`src/rtl/uart_rx_if.sv`:
```
// Wishbone dbus bundle shared by the CPU (master) and the UART receiver (slave).
interface uart_rx_if;
   logic [31:0] wb_dbus_adr;
   logic [31:0] wb_dbus_dat;
   logic [3:0]  wb_dbus_sel;
   logic        wb_dbus_we;
   logic        wb_dbus_cyc;
   logic [31:0] rdt;
   logic        ack;

   modport master (
      output wb_dbus_adr, wb_dbus_dat, wb_dbus_sel, wb_dbus_we, wb_dbus_cyc,
      input  rdt, ack
   );

   modport slave (
      input  wb_dbus_adr, wb_dbus_dat, wb_dbus_sel, wb_dbus_we, wb_dbus_cyc,
      output rdt, ack
   );
endinterface

```
`src/rtl/uart_rx.sv`:
```
// 16x-oversampling 8N1 UART receiver with a small byte FIFO and a
// DATA/STATUS register pair on the Wishbone dbus.
module uart_rx #(
   parameter int                AWIDTH = 8,
   parameter logic [AWIDTH-1:0] ADDR   = 8'h50,
   parameter int                DEPTH  = 4
) (
   input  logic      wb_clk,
   input  logic      wb_rst,
   uart_rx_if.slave  bus,
   input  logic      baud_en,
   input  logic      rx,
   output logic      ready,
   output logic      busy
);

   localparam int PW = $clog2(DEPTH);
   localparam int CW = $clog2(DEPTH + 1);

   localparam logic [1:0] IDLE  = 2'd0;
   localparam logic [1:0] START = 2'd1;
   localparam logic [1:0] DATA  = 2'd2;
   localparam logic [1:0] STOP  = 2'd3;

   logic          rx_meta, rxs, rxs_d;
   logic [1:0]    state;
   logic [3:0]    cnt;
   logic [2:0]    bit_idx;
   logic [7:0]    shreg;
   logic          brk;
   logic          push_req;
   logic          stop_sample;
   logic [7:0]    mem [DEPTH];
   logic [PW-1:0] wptr, rptr;
   logic [CW-1:0] count;
   logic [3:0]    count_w;
   logic          empty, full, pop, do_push, ovr_set, ferr_set, w1c;
   logic          ovr, ferr;
   logic          match;
   logic [31:0]   rd_data;
   logic          unused_bits;

   // Sync flops reset to the idle level so reset never fakes a start edge.
   always_ff @(posedge wb_clk) begin
      if (wb_rst) begin
         rx_meta <= 1'b1;
         rxs     <= 1'b1;
         rxs_d   <= 1'b1;
      end else begin
         rx_meta <= rx;
         rxs     <= rx_meta;
         rxs_d   <= rxs;
      end
   end

   assign stop_sample = (state == STOP) && !brk && baud_en && (cnt == 4'd15);
   assign ferr_set    = stop_sample && !rxs;
   assign busy        = (state != IDLE);

   // A low stop bit parks the FSM in STOP (brk) until the line returns high.
   always_ff @(posedge wb_clk) begin
      if (wb_rst) begin
         state    <= IDLE;
         cnt      <= 4'd0;
         bit_idx  <= 3'd0;
         shreg    <= 8'd0;
         brk      <= 1'b0;
         push_req <= 1'b0;
      end else begin
         push_req <= stop_sample && rxs;
         case (state)
            IDLE: begin
               if (rxs_d && !rxs) begin
                  cnt   <= 4'd0;
                  state <= START;
               end
            end
            START: begin
               if (baud_en) begin
                  if (cnt == 4'd7) begin
                     if (rxs) begin
                        state <= IDLE;
                     end else begin
                        cnt     <= 4'd0;
                        bit_idx <= 3'd0;
                        state   <= DATA;
                     end
                  end else begin
                     cnt <= cnt + 4'd1;
                  end
               end
            end
            DATA: begin
               if (baud_en) begin
                  if (cnt == 4'd15) begin
                     shreg <= {rxs, shreg[7:1]};
                     cnt   <= 4'd0;
                     if (bit_idx == 3'd7) state <= STOP;
                     else                 bit_idx <= bit_idx + 3'd1;
                  end else begin
                     cnt <= cnt + 4'd1;
                  end
               end
            end
            default: begin
               if (brk) begin
                  if (rxs) begin
                     brk   <= 1'b0;
                     state <= IDLE;
                  end
               end else if (baud_en) begin
                  if (cnt == 4'd15) begin
                     if (rxs) state <= IDLE;
                     else     brk   <= 1'b1;
                  end else begin
                     cnt <= cnt + 4'd1;
                  end
               end
            end
         endcase
      end
   end

   assign match = bus.wb_dbus_cyc && (bus.wb_dbus_adr[31:32-AWIDTH] == ADDR);

   always_ff @(posedge wb_clk) begin
      if (wb_rst) bus.ack <= 1'b0;
      else        bus.ack <= match && !bus.ack;
   end

   assign empty   = (count == '0);
   assign full    = (count == CW'(DEPTH));
   assign ready   = !empty;
   assign count_w = 4'(count);
   assign pop     = bus.ack && !bus.wb_dbus_we && !bus.wb_dbus_adr[2] && !empty;
   assign do_push = push_req && (!full || pop);
   assign ovr_set = push_req && full && !pop;
   assign w1c     = bus.ack && bus.wb_dbus_we && bus.wb_dbus_adr[2] && bus.wb_dbus_sel[0];

   always_ff @(posedge wb_clk) begin
      if (do_push) mem[wptr] <= shreg;
   end

   always_ff @(posedge wb_clk) begin
      if (wb_rst) begin
         wptr  <= '0;
         rptr  <= '0;
         count <= '0;
      end else begin
         if (do_push) wptr <= wptr + PW'(1);
         if (pop)     rptr <= rptr + PW'(1);
         if (do_push && !pop)      count <= count + CW'(1);
         else if (!do_push && pop) count <= count - CW'(1);
      end
   end

   // A flag being set in the same cycle as its W1C clear stays set.
   always_ff @(posedge wb_clk) begin
      if (wb_rst) begin
         ovr  <= 1'b0;
         ferr <= 1'b0;
      end else begin
         ovr  <= ovr_set  || (ovr  && !(w1c && bus.wb_dbus_dat[1]));
         ferr <= ferr_set || (ferr && !(w1c && bus.wb_dbus_dat[2]));
      end
   end

   always_comb begin
      rd_data = 32'd0;
      if (bus.wb_dbus_adr[2]) rd_data = {25'd0, count_w[2:0], 1'b0, ferr, ovr, !empty};
      else if (!empty)        rd_data = {24'd0, mem[rptr]};
   end

   assign bus.rdt = bus.ack ? rd_data : 32'd0;

   assign unused_bits = ^{bus.wb_dbus_dat[31:3], bus.wb_dbus_dat[0], bus.wb_dbus_sel[3:1],
                          bus.wb_dbus_adr[31-AWIDTH:3], bus.wb_dbus_adr[1:0]};

endmodule

```
`src/flat_wrapper.sv`:
```
// flat-port wrapper written by rule: the top's interface ports become plain ports
module uart_rx_flat 
#(
   parameter int                AWIDTH = 8,
   parameter logic [AWIDTH-1:0] ADDR   = 8'h50,
   parameter int                DEPTH  = 4
)
  (wb_clk, wb_rst, baud_en, rx, ready, busy, bus_wb_dbus_adr, bus_wb_dbus_dat, bus_wb_dbus_sel, bus_wb_dbus_we, bus_wb_dbus_cyc, bus_rdt, bus_ack);
  uart_rx_if bus_i ();
  input  logic wb_clk;
  input  logic wb_rst;
  input  logic baud_en;
  input  logic rx;
  output logic ready;
  output logic busy;
  input wire logic [$bits(bus_i.wb_dbus_adr)-1:0] bus_wb_dbus_adr;
  input wire logic [$bits(bus_i.wb_dbus_dat)-1:0] bus_wb_dbus_dat;
  input wire logic [$bits(bus_i.wb_dbus_sel)-1:0] bus_wb_dbus_sel;
  input wire logic [$bits(bus_i.wb_dbus_we)-1:0] bus_wb_dbus_we;
  input wire logic [$bits(bus_i.wb_dbus_cyc)-1:0] bus_wb_dbus_cyc;
  output wire logic [$bits(bus_i.rdt)-1:0] bus_rdt;
  output wire logic [$bits(bus_i.ack)-1:0] bus_ack;
  assign bus_i.wb_dbus_adr = bus_wb_dbus_adr;
  assign bus_i.wb_dbus_dat = bus_wb_dbus_dat;
  assign bus_i.wb_dbus_sel = bus_wb_dbus_sel;
  assign bus_i.wb_dbus_we = bus_wb_dbus_we;
  assign bus_i.wb_dbus_cyc = bus_wb_dbus_cyc;
  assign bus_rdt = bus_i.rdt;
  assign bus_ack = bus_i.ack;
  uart_rx #(.AWIDTH(AWIDTH), .ADDR(ADDR), .DEPTH(DEPTH)) u_core (.wb_clk(wb_clk), .wb_rst(wb_rst), .bus(bus_i), .baud_en(baud_en), .rx(rx), .ready(ready), .busy(busy));
endmodule
```
`config.mk`:
```
export PLATFORM = sky130hd
export DESIGN_NAME = uart_rx_flat
export DESIGN_NICKNAME = d
export VERILOG_FILES = /design/src/rtl/uart_rx_if.sv /design/src/rtl/uart_rx.sv /design/src/flat_wrapper.sv
export SDC_FILE = /design/constraint.sdc
export NUM_CORES = 1
export LEC_CHECK = 0
export ABC_AREA = 1
export CORE_ASPECT_RATIO = 0.5
export CORE_MARGIN = 2
export CORE_UTILIZATION = 49
export CTS_CLUSTER_DIAMETER = 40
export CTS_CLUSTER_SIZE = 20
export DETAILED_ROUTE_END_ITERATION = 10
export PLACE_DENSITY = 0.85
export SLEW_MARGIN = 20
export SYNTH_ARGS = -nofsm -noshare
export SYNTH_HDL_FRONTEND = slang
export SYNTH_SLANG_ARGS = --single-unit
```
`constraint.sdc`:
```
create_clock -name wb_clk -period 3 [get_ports wb_clk]
set_input_delay 0.6 -clock wb_clk [delete_from_list [all_inputs] [get_ports wb_clk]]
set_output_delay 0.6 -clock wb_clk [all_outputs]
set_load 0.01 [all_outputs]
```
==> results of run 1 <==
placed cells by master, fill, tap and decap left out, drive strengths merged:
cell	Yosys	routed
nor2	60	60
nand2	50	50
inv	39	39
o21ai	36	36
dfxtp	34	34
edfxtp	32	32
clkdlybuf4s50	0	28
conb	1	24
a21oi	22	22
nand3	17	17
clkbuf	1	9
ha	8	8
buf	30	7
clkinv	2	6
o22ai	4	4
o22a	3	3
nor4	3	3
nor3	2	2
o21bai	2	2
a32o	2	2
or2	2	2
nand4	2	2
bufinv	0	2
and3	1	1
xnor2	1	1
a221oi	1	1
fa	1	1
clkinvlp	0	1
report_power, final:
part           leakage, nW  total [mW]  internal [mW]  switching (mW)
sequential           0.647       0.971          0.949          0.0223
clock                0.153        1.10          0.724           0.377
combinational        0.808       0.187         0.0766           0.110
total                 1.61        2.26           1.75           0.510
worst max-delay path, cell delays in order:
cell	delay [ns]
clkdlybuf4s50_1	0.47
nor2_1	0.12
nand2_1	0.19
o21ai_0	0.23
clkdlybuf4s50_1	0.56
state kept, by name, indices dropped and copies added, names as in the netlist, 2 cells and up, named ones only:
| name | count |
|---|---|
| u_core.count | 3 |
| u_core.wptr | 2 |
| u_core.state | 2 |
| u_core.bit_idx | 3 |
| u_core.cnt | 4 |
| u_core.shreg | 8 |
| u_core.mem | 32 |
| u_core.rptr | 2 |
stage by stage:
stage / setup WS, ns / util / instances
after floorplan: 0.810 / - / 379
after global placement: 0.259 / 0.568 / 471
after detailed placement: 0.246 / 0.568 / 471
after CTS: 0.223 / 0.619 / 487
after global routing: 0.151 / 0.619 / 487
final: 0.229 / 0.619 / 487
cell families (layout without fill, tap and decap cells):
kind of cell / count (synthesis) / after routing / share of synthesized area
AND/OR/NAND/NOR: 137 / 137 / 0.207
buffers and inverters: 72 / 92 / 0.118
AO/OA/AOI/OAI: 70 / 70 / 0.123
flip-flops: 66 / 66 / 0.510
adder cells (fa/ha/maj): 9 / 9 / 0.0373
other: 1 / 24 / 0.00117
XOR/XNOR: 1 / 1 / 0.00272
metal layers:
layer	GRT usage	routed length, um	vias to the layer above
met4	0.0986	106	0
met1	0.220	2710	1100
met2	0.329	3090	88
met5	0	0	-
met3	0.0398	538	12
li1	-	-	1209
worst max-delay path by stage:
stage                             startpoint                      endpoint  slack (ns)  cells after the start
after floorplan           bus_wb_dbus_adr[2]  u_core.count[2]$_SDFFE_PP0P_        0.81                     12
after CTS                 bus_wb_dbus_adr[2]                    bus_rdt[2]        0.22                      5
after detailed placement  bus_wb_dbus_adr[2]                    bus_rdt[2]        0.25                      5
after global routing                    flop                    bus_rdt[6]        0.15                      5
final                     bus_wb_dbus_adr[2]                    bus_rdt[2]        0.23                      5
after global placement    bus_wb_dbus_adr[2]                    bus_rdt[2]        0.26                      5
layout make-up:
cell class                      count  area [um2]
Timing Repair Buffer               35         333
Clock inverter                      7        93.8
Tap cell                           88         110
Multi-Input combinational cell    241        1280
Clock buffer                        9         225
Sequential cell                    66        1640
Inverter                           41         158
Fill cell                         472        2360
==> results.json, run 1 <==
{
  "outcome": "finished clean",
  "synth_top_area_share": 0.299,
  "maxCapViolations": 0,
  "holdWs_ns": 0.410,
  "grt_max_degree": 22,
  "syn_inst": 356,
  "ys.flop_type": "dfxtp_1",
  "drc": 0,
  "final_layout_size_suffix_gt1_frac": 0.130,
  "setup_tns_ns": 0,
  "drt_iter0_drc": 195,
  "grt_pass1_vias": 2184,
  "synth.area.top_cells": "edfxtp_1 (30%), dfxtp_1 (21%), nor2_1 (6.5%), buf_4 (5.8%), nand2_1 (4.8%)",
  "worstSkewPairLatency_ns": 0.33,
  "r2r_cells": 13,
  "dr.pass1.iters": 4,
  "arrival_ns": 2.17,
  "drt_wl_total_um": 6440,
  "maxSlewViolCount": 0,
  "die_w_um": 119,
  "globalplace.congestion": 0.845,
  "reg2reg_slack_ns": 0.81,
  "placementRows": 20,
  "clock_sinks": 66,
  "cts_resized": 0,
  "worstPathMaxFanout": 7,
  "viasPerCell": 4.95,
  "cp_data_required_time_ns": 2.40,
  "synthToLayoutAreaGrowth_pct": 19.5,
  "synth_area_um2": 3220,
  "synth_edf_count": 32,
  "yosysTopAreaCell": "edfxtp_1",
  "grt_pass1_wl_um": 10100,
  "ant_nets": 0,
  "cts_buffers": 9,
  "ios": 109,
  "finalHoldViolCount": 0,
  "cts.hold.buffers_added": 0,
  "min_to": "u_core.rxs$_SDFF_PP1_",
  "antenna_found_initial": 0,
  "post_cts_buffers": 0,
  "initial_utilization": 0.518,
  "finClkSkew_ns": 0.00385,
  "ys_top_cells_by_count": "nor2_1 (56), nand2_1 (41), inv_1 (35)",
  "hp-class": "flop to flop",
  "synth_cell_types": 40,
  "endpoint_kind": "primary output",
  "async_reset_ff_frac": 0,
  "die-area_um2": 7270,
  "ys_seq_elements": 66,
  "grt_setup_unrepaired": "no",
  "power.density_nw_per_um2": 588,
  "worstMarginPinSlew_ns": 0.627,
  "numPortBuffers": 28,
  "antenna_cells": 0,
  "root_buffer": "clkbuf_16",
  "cts_tree": "yes",
  "ys_warn_count": 0,
  "grt-ovfl-total": 0,
  "holdCritStartpoint": "u_core.rx_meta$_SDFF_PP1_",
  "htreeDepth": 3,
  "postSynthAreaPerCell_um2": 9.04,
  "p_total_mw": 2.26,
  "coreArea_um2": 6210,
  "worstReg2RegEnd": "u_core.count[2]$_SDFFE_PP0P_",
  "synth-seq-area-share": 0.510,
  "min_period_ns": 2.77,
  "min_period_over_period": 0.924,
  "hold_depth": 1,
  "p_leak_nw": 1.61,
  "vias": 2409,
  "stdcell_area_um2": 3840,
  "reg2reg_from": "u_core.count[0]$_SDFFE_PP0P_",
  "crit_type": "input pin to primary output",
  "fmax_mhz": 361,
  "slew_headroom": 0.581,
  "dp_hpwl_um": 4010,
  "track_usage": 0.185,
  "cp-start-kind": "input pin",
  "wl_per_cell_um": 13.2,
  "yosysMostFrequentCell": "nor2_1",
  "cts_buffer_depth": 2,
  "fin_nets": 477,
  "ir_drop_uv": 254,
  "die_y_um": 61.3,
  "placed_area_um2": 3520,
  "clkSlewWorstSetupHoldPaths_ns": 0.05,
  "setup_violations": 0
}
Power figures use the tool's default switching activity.
==> inputs of run 2 (changes only) <==
--- a/config.mk
+++ b/config.mk
@@ -8,11 +8,12 @@
 export ABC_AREA = 1
 export CORE_ASPECT_RATIO = 0.5
 export CORE_MARGIN = 2
-export CORE_UTILIZATION = 49
+export CORE_UTILIZATION = 41
 export CTS_CLUSTER_DIAMETER = 40
 export CTS_CLUSTER_SIZE = 20
 export DETAILED_ROUTE_END_ITERATION = 10
-export PLACE_DENSITY = 0.85
+export GPL_TIMING_DRIVEN = 0
+export PLACE_DENSITY = 0.76
 export SLEW_MARGIN = 20
 export SYNTH_ARGS = -nofsm -noshare
 export SYNTH_HDL_FRONTEND = slang
==> constraint.sdc (replaced) <==
create_clock -name wb_clk -period 2.22 [get_ports wb_clk]
set_input_delay 0.444 -clock wb_clk [delete_from_list [all_inputs] [get_ports wb_clk]]
set_output_delay 0.444 -clock wb_clk [all_outputs]
set_load 0.01 [all_outputs]
==> results.json, run 2 (synthesis gave the netlist of run 1 again) <==
{
  "outcome": "finished clean",
  "initial_utilization": 0.431,
  "finalHoldViolCount": 0,
  "clock_sinks": 66,
  "cts_buffers": 9,
  "p_leak_nw": 1.78,
  "largestRegisters": "u_core.mem (32), u_core.shreg (8), u_core.cnt (4)",
  "root_buffer": "clkbuf_16",
  "fin_nets": 502,
  "wl_per_cell_um": 12.2,
  "drt_wl_total_um": 6500,
  "clkSlewWorstSetupHoldPaths_ns": 0.05,
  "antenna_found_initial": 0,
  "viasPerCell": 4.67,
  "worstMarginPinSlew_ns": 0.835,
  "die_y_um": 66.6,
  "drc": 0,
  "fmax_mhz": 465,
  "min_period_ns": 2.15,
  "cts_buffer_depth": 2,
  "endpoint_kind": "primary output",
  "grt_max_degree": 13,
  "numPortBuffers": 28,
  "die-area_um2": 8610,
  "cts_tree": "yes",
  "worstSkewPairLatency_ns": 0.33,
  "placementRows": 22,
  "p_total_mw": 3.11,
  "synthToLayoutAreaGrowth_pct": 26.6,
  "crit_type": "flop to primary output",
  "dp_hpwl_um": 4500,
  "cp-start-kind": "flop",
  "track_usage": 0.159,
  "worstPathMaxFanout": 10,
  "final_layout_size_suffix_gt1_frac": 0.208,
  "maxSlewViolCount": 0,
  "coreArea_um2": 7460,
  "place_ws_ns": -0.527,
  "final_cell_mix": "nor2_1 (56), nand2_1 (38), inv_1 (34)",
  "regMostFlops": "u_core.mem",
  "hp-class": "flop to flop",
  "grt_setup_unrepaired": "no",
  "cp_data_required_time_ns": 1.78,
  "power.density_nw_per_um2": 765,
  "min_period_over_period": 0.968,
  "dr.pass1.iters": 4,
  "setup_ws_ns": 0.0717,
  "fillers": 647,
  "setup_violations": 0,
  "htreeDepth": 3,
  "grt-ovfl-total": 0,
  "largest_reg_flops": 32,
  "ant_nets": 0,
  "antenna_cells": 0,
  "maxCapViolations": 0,
  "grt_pass1_vias": 2245,
  "drt_iter0_drc": 160,
  "globalplace.congestion": 0.814,
  "ios": 109,
  "final_common_cell": "nor2_1",
  "vias": 2485,
  "finClkSkew_ns": 0.00614,
  "slew_headroom": 0.441,
  "ir_drop_uv": 370,
  "arrival_ns": 1.70,
  "grt_pass1_wl_um": 10400,
  "die_w_um": 129
}
-- run 2: changes by cell type in the layout (fill, tap and decap cells not counted), moves of 3 or more --
cell	delta
o21ai_1	+4
buf_6	+3
dlygate4sd2_1	+5
clkbuf_2	+3
nand2_1	-3
o21ai_0	-4
buf_4	+19
clkdlybuf4s50_1	-10
-- run 2: worst paths after layout --
path | startpoint | to | slack, ns | cells after the start
worst max register to register | u_core.count[0]$_SDFFE_PP0P_ | u_core.count[2]$_SDFFE_PP0P_ | 0.13 | 13
worst max-delay path | flop | bus_rdt[0] | 0.07 | 8
worst min-delay path | u_core.rx_meta$_SDFF_PP1_ | u_core.rxs$_SDFF_PP1_ | 0.42 | 1
worst min register to register | u_core.rx_meta$_SDFF_PP1_ | u_core.rxs$_SDFF_PP1_ | 0.42 | 1
-- run 2: metal layers --
metal,GRT usage,share of wire,vias to the layer above
li1,-,-,1270
met1,0.195,0.44,1111
met2,0.267,0.46,87
met3,0.0353,0.064,17
met4,0.0761,0.028,0
met5,0,0,-
-- run 2: where the power goes --
| group | switching (mW) | internal (mW) |
|---|---|---|
| logic | 0.173 | 0.141 |
| clock network | 0.521 | 0.986 |
| registers | 0.0118 | 1.28 |
| total | 0.706 | 2.41 |
-- run 2: critical path, stage by stage, from the launching register on --
cell,delay [ns]
dfxtp_1,0.33
buf_6,0.13
inv_2,0.07
buf_6,0.14
o21ai_1,0.12
o22ai_1,0.11
o21bai_1,0.14
inv_1,0.05
dlygate4sd2_1,0.28
-- run 2: metrics by stage --
step	util	setup TNS (ns)	hold WS [ns]	area, um2	cells
6_report	0.546	0	0.415	4070	532
5_1_grt	0.546	0	0.429	4070	532
4_1_cts	0.545	0	0.423	4070	532
3_5_place_dp	0.498	-11.66	0.395	3720	515
3_3_place_gp	0.498	-9.78	0.405	3720	515
2_1_floorplan	-	0	0.389	3300	379
-- run 2: timing repair --
action / CTS / global route
buffers inserted: 1 / 0
hold buffers: 0 / 0
pin swaps: 2 / 2
setup endpoints to repair: 9 / 7
resized for setup: 23 / 14
-- run 2: area by class of cell --
type                    count  area [um2]  area share
inverters                  41         163      0.0400
multi-input cells         241        1310       0.321
clock buffers              10         229      0.0562
plain buffers              31         234      0.0575
well taps                 108         135      0.0332
flip-flops and latches     66        1640       0.404
repair buffers             29         269      0.0661
clock inverters             6        90.1      0.0221
